===== src/rtl/mem_loop_ctrl_pkg.sv =====
// Shared definitions for the nested-loop sequencer: FSM state encoding and
// default parameter values.
package mem_loop_ctrl_pkg;

  localparam int STATE_W = 3;

  localparam logic [STATE_W-1:0] ST_IDLE  = 3'd0;
  localparam logic [STATE_W-1:0] ST_INIT  = 3'd1;
  localparam logic [STATE_W-1:0] ST_ENTER = 3'd2;
  localparam logic [STATE_W-1:0] ST_BUSY  = 3'd3;
  localparam logic [STATE_W-1:0] ST_EXIT  = 3'd4;
  localparam logic [STATE_W-1:0] ST_DONE  = 3'd5;

  typedef enum logic [STATE_W-1:0] {
    S_IDLE  = ST_IDLE,
    S_INIT  = ST_INIT,
    S_ENTER = ST_ENTER,
    S_BUSY  = ST_BUSY,
    S_EXIT  = ST_EXIT,
    S_DONE  = ST_DONE
  } state_t;

  localparam int LOOP_ID_W_DEF   = 5;
  localparam int LOOP_ITER_W_DEF = 16;

endpackage


===== src/rtl/mem_loop_ctrl_counter_bank.sv =====
// Per-level trip-count storage (max) and live iteration counters (cnt).
// The sequencer only ever touches one level at a time, so inc/clear and the
// at_max compare all act on the single selected level.
module loop_counter_bank
  #(
    parameter int LOOP_ID_W   = 5,
    parameter int LOOP_ITER_W = 16
  )
  (
    input  logic                   clk,
    input  logic                   reset,
    input  logic                   wr_en,
    input  logic [LOOP_ID_W-1:0]   wr_idx,
    input  logic [LOOP_ITER_W-1:0] wr_data,
    input  logic                   clr_all,
    input  logic [LOOP_ID_W-1:0]   sel,
    input  logic                   inc,
    input  logic                   clr,
    output logic                   at_max
  );

  localparam int LEVELS = 1 << LOOP_ID_W;

  logic [LOOP_ITER_W-1:0] max_q [LEVELS];
  logic [LOOP_ITER_W-1:0] cnt_q [LEVELS];

  // Trip-count writes from the configuration path
  always_ff @(posedge clk) begin
    if (reset) begin
      for (int i = 0; i < LEVELS; i++) max_q[i] <= '0;
    end else if (wr_en) begin
      max_q[wr_idx] <= wr_data;
    end
  end

  // Iteration counters: bulk clear at run start, otherwise per-level step/wrap
  always_ff @(posedge clk) begin
    if (reset) begin
      for (int i = 0; i < LEVELS; i++) cnt_q[i] <= '0;
    end else if (clr_all) begin
      for (int i = 0; i < LEVELS; i++) cnt_q[i] <= '0;
    end else if (clr) begin
      cnt_q[sel] <= '0;
    end else if (inc) begin
      cnt_q[sel] <= cnt_q[sel] + LOOP_ITER_W'(1);
    end
  end

  // Equality compare, so an all-ones max yields the full 2**LOOP_ITER_W trips
  assign at_max = (cnt_q[sel] == max_q[sel]);

endmodule


===== src/rtl/mem_loop_ctrl.sv =====
// Nested-loop sequencer top: FSM, current level (lvl), configured level count
// and strobe decode. Level 0 is the innermost loop.
// Optional feature macro: MEM_LOOP_CTRL_PERF_CNT_EN adds saturating 32-bit
// busy/stall cycle counters, cleared when a run is started.
//
// state | meaning
// IDLE  | accepting config writes, waiting for start
// INIT  | first cycle of a run, counters cleared
// ENTER | descending one level per cycle toward level 0
// BUSY  | stepping the innermost loop
// EXIT  | climbing: wrap finished levels, or advance the first unfinished one
// DONE  | one-cycle completion pulse, config cleared
module mem_loop_ctrl
  import mem_loop_ctrl_pkg::*;
  #(
    parameter int LOOP_ID_W   = LOOP_ID_W_DEF,
    parameter int LOOP_ITER_W = LOOP_ITER_W_DEF
  )
  (
    input  logic                   clk,
    input  logic                   reset,
    input  logic                   cfg_loop_iter_v,
    input  logic [LOOP_ITER_W-1:0] cfg_loop_iter,
    input  logic                   start,
    input  logic                   stall,
    output logic                   busy,
    output logic [LOOP_ID_W-1:0]   loop_index,
    output logic                   loop_index_valid,
    output logic                   loop_init,
    output logic                   loop_enter,
    output logic                   loop_exit,
    output logic                   loop_ctrl_done
`ifdef MEM_LOOP_CTRL_PERF_CNT_EN
    ,
    output logic [31:0]            perf_busy_cycles,
    output logic [31:0]            perf_stall_cycles
`endif
  );

  localparam logic [LOOP_ID_W:0] MAX_LOOPS = {1'b1, {LOOP_ID_W{1'b0}}};
  localparam logic [LOOP_ID_W:0] ONE_LOOP  = {{LOOP_ID_W{1'b0}}, 1'b1};

  state_t                 state;
  logic [LOOP_ID_W-1:0]   lvl;
  logic [LOOP_ID_W:0]     num_loops;
  logic [LOOP_ID_W-1:0]   top_lvl;
  logic                   run;
  logic                   cfg_accept;
  logic                   stepping;
  logic                   last_lvl;
  logic                   at_max;
  logic                   clr_all;

  assign run        = !stall;
  assign busy       = (state != S_IDLE);
  assign cfg_accept = (state == S_IDLE) && cfg_loop_iter_v && (num_loops != MAX_LOOPS);
  assign stepping   = run && ((state == S_BUSY) || (state == S_EXIT));
  assign clr_all    = run && (state == S_INIT);
  assign last_lvl   = (({1'b0, lvl} + ONE_LOOP) == num_loops);
  // num_loops is >= 1 whenever this is used; 32 levels wraps cleanly to 31
  assign top_lvl    = num_loops[LOOP_ID_W-1:0] - LOOP_ID_W'(1);

  loop_counter_bank #(
    .LOOP_ID_W   (LOOP_ID_W),
    .LOOP_ITER_W (LOOP_ITER_W)
  ) u_bank (
    .clk     (clk),
    .reset   (reset),
    .wr_en   (cfg_accept),
    .wr_idx  (num_loops[LOOP_ID_W-1:0]),
    .wr_data (cfg_loop_iter),
    .clr_all (clr_all),
    .sel     (lvl),
    .inc     (stepping && !at_max),
    .clr     (stepping && at_max),
    .at_max  (at_max)
  );

  // Sequencer FSM with level tracking and configured-depth bookkeeping
  always_ff @(posedge clk) begin
    if (reset) begin
      state     <= S_IDLE;
      lvl       <= '0;
      num_loops <= '0;
    end else begin
      case (state)
        S_IDLE: begin
          if (cfg_accept) num_loops <= num_loops + ONE_LOOP;
          if (start) state <= (num_loops == '0) ? S_DONE : S_INIT;
        end
        S_INIT: begin
          if (run) begin
            lvl   <= top_lvl;
            state <= S_ENTER;
          end
        end
        S_ENTER: begin
          if (run) begin
            if (lvl == '0) state <= S_BUSY;
            else           lvl   <= lvl - LOOP_ID_W'(1);
          end
        end
        S_BUSY: begin
          if (run && at_max) begin
            if (num_loops == ONE_LOOP) begin
              state <= S_DONE;
            end else begin
              lvl   <= LOOP_ID_W'(1);
              state <= S_EXIT;
            end
          end
        end
        S_EXIT: begin
          if (run) begin
            if (at_max) begin
              if (last_lvl) state <= S_DONE;
              else          lvl   <= lvl + LOOP_ID_W'(1);
            end else begin
              lvl   <= lvl - LOOP_ID_W'(1);
              state <= S_ENTER;
            end
          end
        end
        S_DONE: begin
          num_loops <= '0;
          state     <= S_IDLE;
        end
        default: state <= S_IDLE;
      endcase
    end
  end

  // Strobe decode from registered state; stall blanks every strobe except done
  always_comb begin
    loop_init        = 1'b0;
    loop_enter       = 1'b0;
    loop_exit        = 1'b0;
    loop_index_valid = 1'b0;
    loop_ctrl_done   = (state == S_DONE);
    loop_index       = '0;
    if (run) begin
      case (state)
        S_INIT: begin
          loop_init  = 1'b1;
          loop_index = top_lvl;
        end
        S_ENTER: begin
          loop_enter = 1'b1;
          loop_index = lvl;
        end
        S_BUSY: begin
          loop_index_valid = 1'b1;
        end
        S_EXIT: begin
          loop_exit        = 1'b1;
          loop_index_valid = !at_max;
          loop_index       = lvl;
        end
        default: ;
      endcase
    end
  end

`ifdef MEM_LOOP_CTRL_PERF_CNT_EN
  // Saturating activity counters, zeroed when a run is accepted
  always_ff @(posedge clk) begin
    if (reset) begin
      perf_busy_cycles  <= '0;
      perf_stall_cycles <= '0;
    end else if ((state == S_IDLE) && start) begin
      perf_busy_cycles  <= '0;
      perf_stall_cycles <= '0;
    end else begin
      if (busy && (perf_busy_cycles != '1))
        perf_busy_cycles <= perf_busy_cycles + 32'd1;
      if (busy && stall && (perf_stall_cycles != '1))
        perf_stall_cycles <= perf_stall_cycles + 32'd1;
    end
  end
`endif

endmodule


===== config.mk =====
export PLATFORM = sky130hd
export DESIGN_NAME = mem_loop_ctrl
export DESIGN_NICKNAME = d
export VERILOG_FILES = /design/src/rtl/mem_loop_ctrl_pkg.sv /design/src/rtl/mem_loop_ctrl_counter_bank.sv /design/src/rtl/mem_loop_ctrl.sv
export SDC_FILE = /design/constraint.sdc
export NUM_CORES = 1
export LEC_CHECK = 0
export BUFFER_PORTS_ARGS = -buffer_cell sky130_fd_sc_hd__buf_2
export CAP_MARGIN = 0
export CORE_MARGIN = 5
export CORE_UTILIZATION = 40
export DETAILED_ROUTE_END_ITERATION = 16
export PLACE_DENSITY_LB_ADDON = 0.05
export SETUP_SLACK_MARGIN = 0.5
export SLEW_MARGIN = 20
export SYNTH_ARGS = -nofsm -noshare
export SYNTH_HDL_FRONTEND = slang
export SYNTH_SLANG_ARGS = --single-unit

===== constraint.sdc =====
create_clock -name clk -period 3.85 [get_ports clk]
set_input_delay 0.5775 -clock clk [delete_from_list [all_inputs] [get_ports clk]]
set_output_delay 0.5775 -clock clk [all_outputs]
set_load 0.02 [all_outputs]

* After elaboration in Yosys (flattened, before gate mapping)
Memories as Yosys holds them, arrays and structs flattened. A register that Yosys moved wholly into a read port is not among the register bits. Index checks and enable logic that the tools add are counted.
Storage, ports and cells: register bits 14, bits in writable memories 1024, output and inout port bits 11, memories 2
Memories:
- u_bank.cnt_q | depth 32, bits a word 16, read ports 1, clocked after Yosys merged registers in 1, wr ports 32, RTL line mem_loop_ctrl_counter_bank.sv:25 | logic [LOOP_ITER_W-1:0] cnt_q [LEVELS];
- u_bank.max_q | depth 32, bits a word 16, read ports 1, clocked after Yosys merged registers in 1, wr ports 32, RTL line mem_loop_ctrl_counter_bank.sv:24 | logic [LOOP_ITER_W-1:0] max_q [LEVELS];
Operators by class: add/subtract/negate cells 6, equal/unequal tests 20, multiplexer cells 92, bitwise gates (word level) 33, reductions and logical operators 22
Operators by type and width (count):
- 16-bit 2-to-1 mux | 35
- 5-bit 2-to-1 mux | 15
- 1-bit bitwise OR | 33
- 16-bit OR reduction | 2
- 1-bit 2-to-1 mux | 27
- 3-bit 2-to-1 mux | 9
- 5-bit case mux with 4 select lines | 1
- 16-bit by 1-bit adder with 16-bit output (second input constant) | 1
- 16-bit equality test | 1
- 2-bit != test (second input constant) | 8
- 3-bit case mux with 5 select lines | 1
- 6-bit case mux with 2 select lines | 1
- 5-bit case mux with 2 select lines | 1
- 5-bit by 1-bit subtractor with 5-bit output (second input constant) | 2
- 8-bit AND reduction | 1
- 1-bit logical AND | 7
- 7-bit AND reduction | 1
- 5-bit by 1-bit adder with 6-bit output (second input constant) | 1
- 6-bit by 1-bit adder with 6-bit output (second input constant) | 1
- 3-bit by 2-bit equality test with 1-bit output (second input constant) | 2
- 3-bit equality test (second input constant) | 2
- 6-bit by 1-bit equality test with 1-bit output (second input constant) | 1
- 6-bit equality test | 1
- 6-bit logical NOT | 1
- other kinds (16) | 18

* Depth between registers and ports, before layout
depth after elaboration 12, gate-level depth with buffers 19, gate-level depth less buffers 12

* By module
A second synthesis with hierarchy kept.
Second synthesis, totals: cell total of the unflattened synthesis 3300, area total of the unflattened synthesis 47413.0 um^2
Modules (own cells, without submodules):
- loop_counter_bank | instances 1, cells each 3109, area an instance 45909.0 um^2
- mem_loop_ctrl | instances 1, cells each 191, area an instance 1503.9 um^2

* Least setup slack after synthesis
OpenSTA, ideal clock, no wires.
kind reg2reg, from register num_loops[0], to memory u_bank.max_q[29][0], enable pin, arrival time 3.262 ns, required time 3.439 ns, path slack 0.176 ns, cell stages (with the launch flop) 11, buffers on the path 2, cell sequence dfxtp_1 clkbuf_1 inv_1 ha_1 nand2_1 nor2_1 a21oi_1 and2_1 nand2_1 clkbuf_1 o21ai_0
RTL lines:
- start, declared | RTL line mem_loop_ctrl.sv:45 | logic [LOOP_ID_W:0] num_loops;
- start signal, assigned | RTL line mem_loop_ctrl.sv:88 | if (cfg_accept) num_loops <= num_loops + ONE_LOOP;
- end, declared | RTL line mem_loop_ctrl_counter_bank.sv:24

==> summary.txt <==
Outcome
  – Status: finished, violations left
  – Violated checks: negative setup slack

STA
  – Fin crit share: 1.231
  – Final Hold Fails: 0
  – Unrepaired setup endpoints after global routing: true
  – Min Hold Slack: 0.3691 ns
  – Worst-Margin Slew: 1.013 ns
  – Final min period: 4.740 ns
  – Highest Clock Rate: 0.2110 GHz
  – Final Setup Violations: 526
  – Relative max-transition margin: 0.3230
  – Final Slew Violations: 0
  – Max Clock Skew: 0.02735 ns
  – Worst Setup Slack, final: -0.8900 ns

Synth
  – Syn_nets: 3425
  – Post-synth top area cell: edfxtp_1
  – Synthesized cell area: 48830 um^2
  – Synth Instances: 3394
  – Seq/Total Area, Yosys: 0.6376
  – FF+latch count, synth: 1043
  – Number of synthesized flops with an enable pin: 1024
  – YS warnings: 0
  – Area fraction of the dominant cell type after synthesis: 0.6298
  – Synth area leaders: edfxtp_1, mux4_2, and2_1, nor2_1, xnor2_1
  – Top-count cell post-synth: edfxtp_1
  – Async set-reset flop share out of synthesis: 0
  – Yosys cell types: 67
  – Syn Area/Cell: 14.39 um^2
  – Main flop type after synthesis: edfxtp_1
  – Commonest cells post-synth: edfxtp_1, nor2_1, and2_1

Floorplanning
  – Die width: 359.4 um
  – Die Y-Extent: 359.4 um
  – Initial Utilization: 0.4017
  – DIE AREA: 129200 um^2
  – Row cnt: 128
  – I/O pin count: 32
  – Core area: 121600 um^2

Global routing
  – Total track usage: 0.2530
  – GRT Residual Overflow: 0
  – Largest net degree at the start of global routing: 38
  – Vias in the first global route: 31200
  – First-pass GRT wire length: 234400 um
  – Initial antenna violation count: 4

Power and ir drop
  – Seq pwr share: 0.392
  – Pwr/cell area: 595.8 nW/um^2
  – Maximum vdd drop: 390.8 uV
  – P_leak: 21.09 nW
  – P_int: 24.54 mW
  – Net switching power: 11.21 mW
  – Comb pwr share: 0.311
  – Sw Ratio: 0.3137
  – Clock share of power: 0.297

Setup path
  – Critical path arrival: 4.16 ns
  – CP Max Fanout: 21
  – Worst reg-to-reg path cell count: 21
  – Critical path class: reg -> out
  – CP Capture Type: output port
  – R2R Setup Slk: -0.60 ns
  – Reg2reg end: u_bank.cnt_q[17][3]$_SDFFCE_PN0P_
  – Startpoint types: flip-flop
  – CP endpoint: loop_index_valid
  – CP required: 3.27 ns

Clock tree
  – CTS H-Tree Depth: 3
  – Num CTS Buffers: 114
  – Sink Count: 1043
  – Clock-pin slew on the worst setup and hold paths: 0.06 ns
  – Worst skew pair latency: 0.72 ns
  – Hold Buf Count CTS: 0
  – CTS tree: built
  – Clock Root Buffer: clkbuf_16
  – CTS Buffer Depth: 3

Worst hold path
  – Worst hold path class: in -> reg
  – Min-delay src: stall

Placed design
  – Inst Count DP: 5216
  – Final HPWL DP: 112300 um
  – Port bufs: 31
  – GP Congestion: 0.8656
  – Dpl ws: -1.118 ns

Routing
  – 1st-iter DRT viols: 3329
  – Antenna-violating nets left: 0
  – Via count: 30630
  – WL final: 165800 um
  – Wire per inst: 30.10 um
  – Post-route DRC: 0
  – Vias per cell: 5.563
  – Number of detailed-route iterations in the first pass: 5

Layout
  – Area Growth Syn to Fin: 22.88%
  – Filler Cells Inserted: 10400
  – Layout cells sized above 1: 0.2831
  – Sequential cell area: 31150 um^2
  – Area taken by multi-input logic gates: 16950 um^2
  – Non-Filler Instances: 5507
  – Nets: 3820

Flow run
  – Maximum Capacitance Violations: 0
[cell type report]
class,count,share of cell area
repair buffers,562,0.1042
clock inverters,62,0.009196
diodes,3,0.0001251
well taps,1625,0.03389
clock buffers,144,0.05026
inverters,12,0.0007507
flip-flops and latches,1043,0.5191
multi-input cells,2056,0.2825
[cell usage in the layout, fill, tap and decap left out, types with 19 or more instances in the layout]
| cell | instances |
|---|---|
| buf_2 | 30 |
| edfxtp_1 | 1024 |
| a22oi_1 | 24 |
| and2_1 | 523 |
| clkinv_2 | 19 |
| clkinv_1 | 27 |
| buf_6 | 27 |
| a21oi_1 | 19 |
| clkbuf_16 | 115 |
| clkbuf_1 | 25 |
| nand3_1 | 19 |
| mux4_2 | 267 |
| mux2i_1 | 56 |
| buf_16 | 21 |
| nand2_1 | 109 |
| xor2_1 | 27 |
| xnor2_1 | 168 |
| buf_12 | 108 |
| o21ai_2 | 23 |
| nor2_1 | 600 |
| buf_4 | 365 |
[flip-flops by register name, indices dropped and copies added, names as in the netlist, named ones only]
signal,count
u_bank.cnt_q,512
u_bank.max_q,512
num_loops,6
lvl,5
state,3
[stage by stage]
stage	utilization	total power [mW]	area (um^2)	TNS (ns)
after CTS	0.4914	35.75	59740	-230.94
after floorplan	-	19.41	49220	0
after detailed placement	0.4472	24.29	54360	-369.43
final	0.4936	35.75	60000	-224.39
after global routing	0.4935	36.92	59990	-283.70
after global placement	0.4472	24.21	54360	-389.79
[worst min path at each step]
stage | to | slack (ns) | cells past startpoint
detailed placement | num_loops[5]$_SDFFE_PP0P_ | 0.59 | 2
global route | state[1]$_SDFFE_PP0P_ | 0.36 | 4
global placement | num_loops[5]$_SDFFE_PP0P_ | 0.57 | 2
finish | state[1]$_SDFFE_PP0P_ | 0.37 | 4
floorplan | num_loops[5]$_SDFFE_PP0P_ | 0.50 | 2
CTS | state[1]$_SDFFE_PP0P_ | 0.29 | 2
[kinds of logic after synthesis]
family          count (synthesis)  share of synthesized area
simple gates                 1343                     0.1351
buf+inv                       298                    0.02932
fa+ha+maj                      10                   0.002563
mux                           340                     0.1383
flops                        1043                     0.6376
xor+xnor                      200                    0.03588
compound gates                160                    0.02127
[critical path: stages (launching register included)]
cell and delay (ns):
dfxtp_4 0.47, buf_12 0.24, and2_1 0.32, buf_4 0.21
buf_4 0.11, a22oi_1 0.06, a311o_1 0.32, nor3_1 0.40
o311ai_1 0.20, a2111oi_2 0.23, buf_4 0.17, and4_4 0.23
buf_12 0.12, o21a_1 0.16, nor2_4 0.04, buf_6 0.13
[power groups by stage]
| stage | Combinational, mW | Clock [mW] | Sequential (mW) |
|---|---|---|---|
| 2_1_floorplan | 5.48 | 0 | 13.9 |
| 3_3_place_gp | 10.0 | 0 | 14.2 |
| 4_1_cts | 10.9 | 10.8 | 14.0 |
| 6_report | 11.1 | 10.6 | 14.0 |
| 5_1_grt | 11.6 | 11.3 | 14.1 |
| 3_5_place_dp | 10.0 | 0 | 14.3 |
[layer usage]
layer / GRT usage / share of wire / vias to the layer above
li1: - / - / 13150
met4: 0.06710 / 0.026 / 0
met2: 0.4137 / 0.48 / 1213
met5: 0 / 0 / -
met3: 0.03050 / 0.066 / 176
met1: 0.3617 / 0.43 / 16090
[repair_timing]
action | 4_1_cts | 5_1_grt
gates cloned | 30 | 2
resized for setup | 110 | 28
setup endpoints to repair | 526 | 530
pin swaps | 12 | 14
setup buffers | 44 | 6
endpoints found under the hold margin | 0 | 0
No activity file was read; power rests on OpenSTA's default activity.
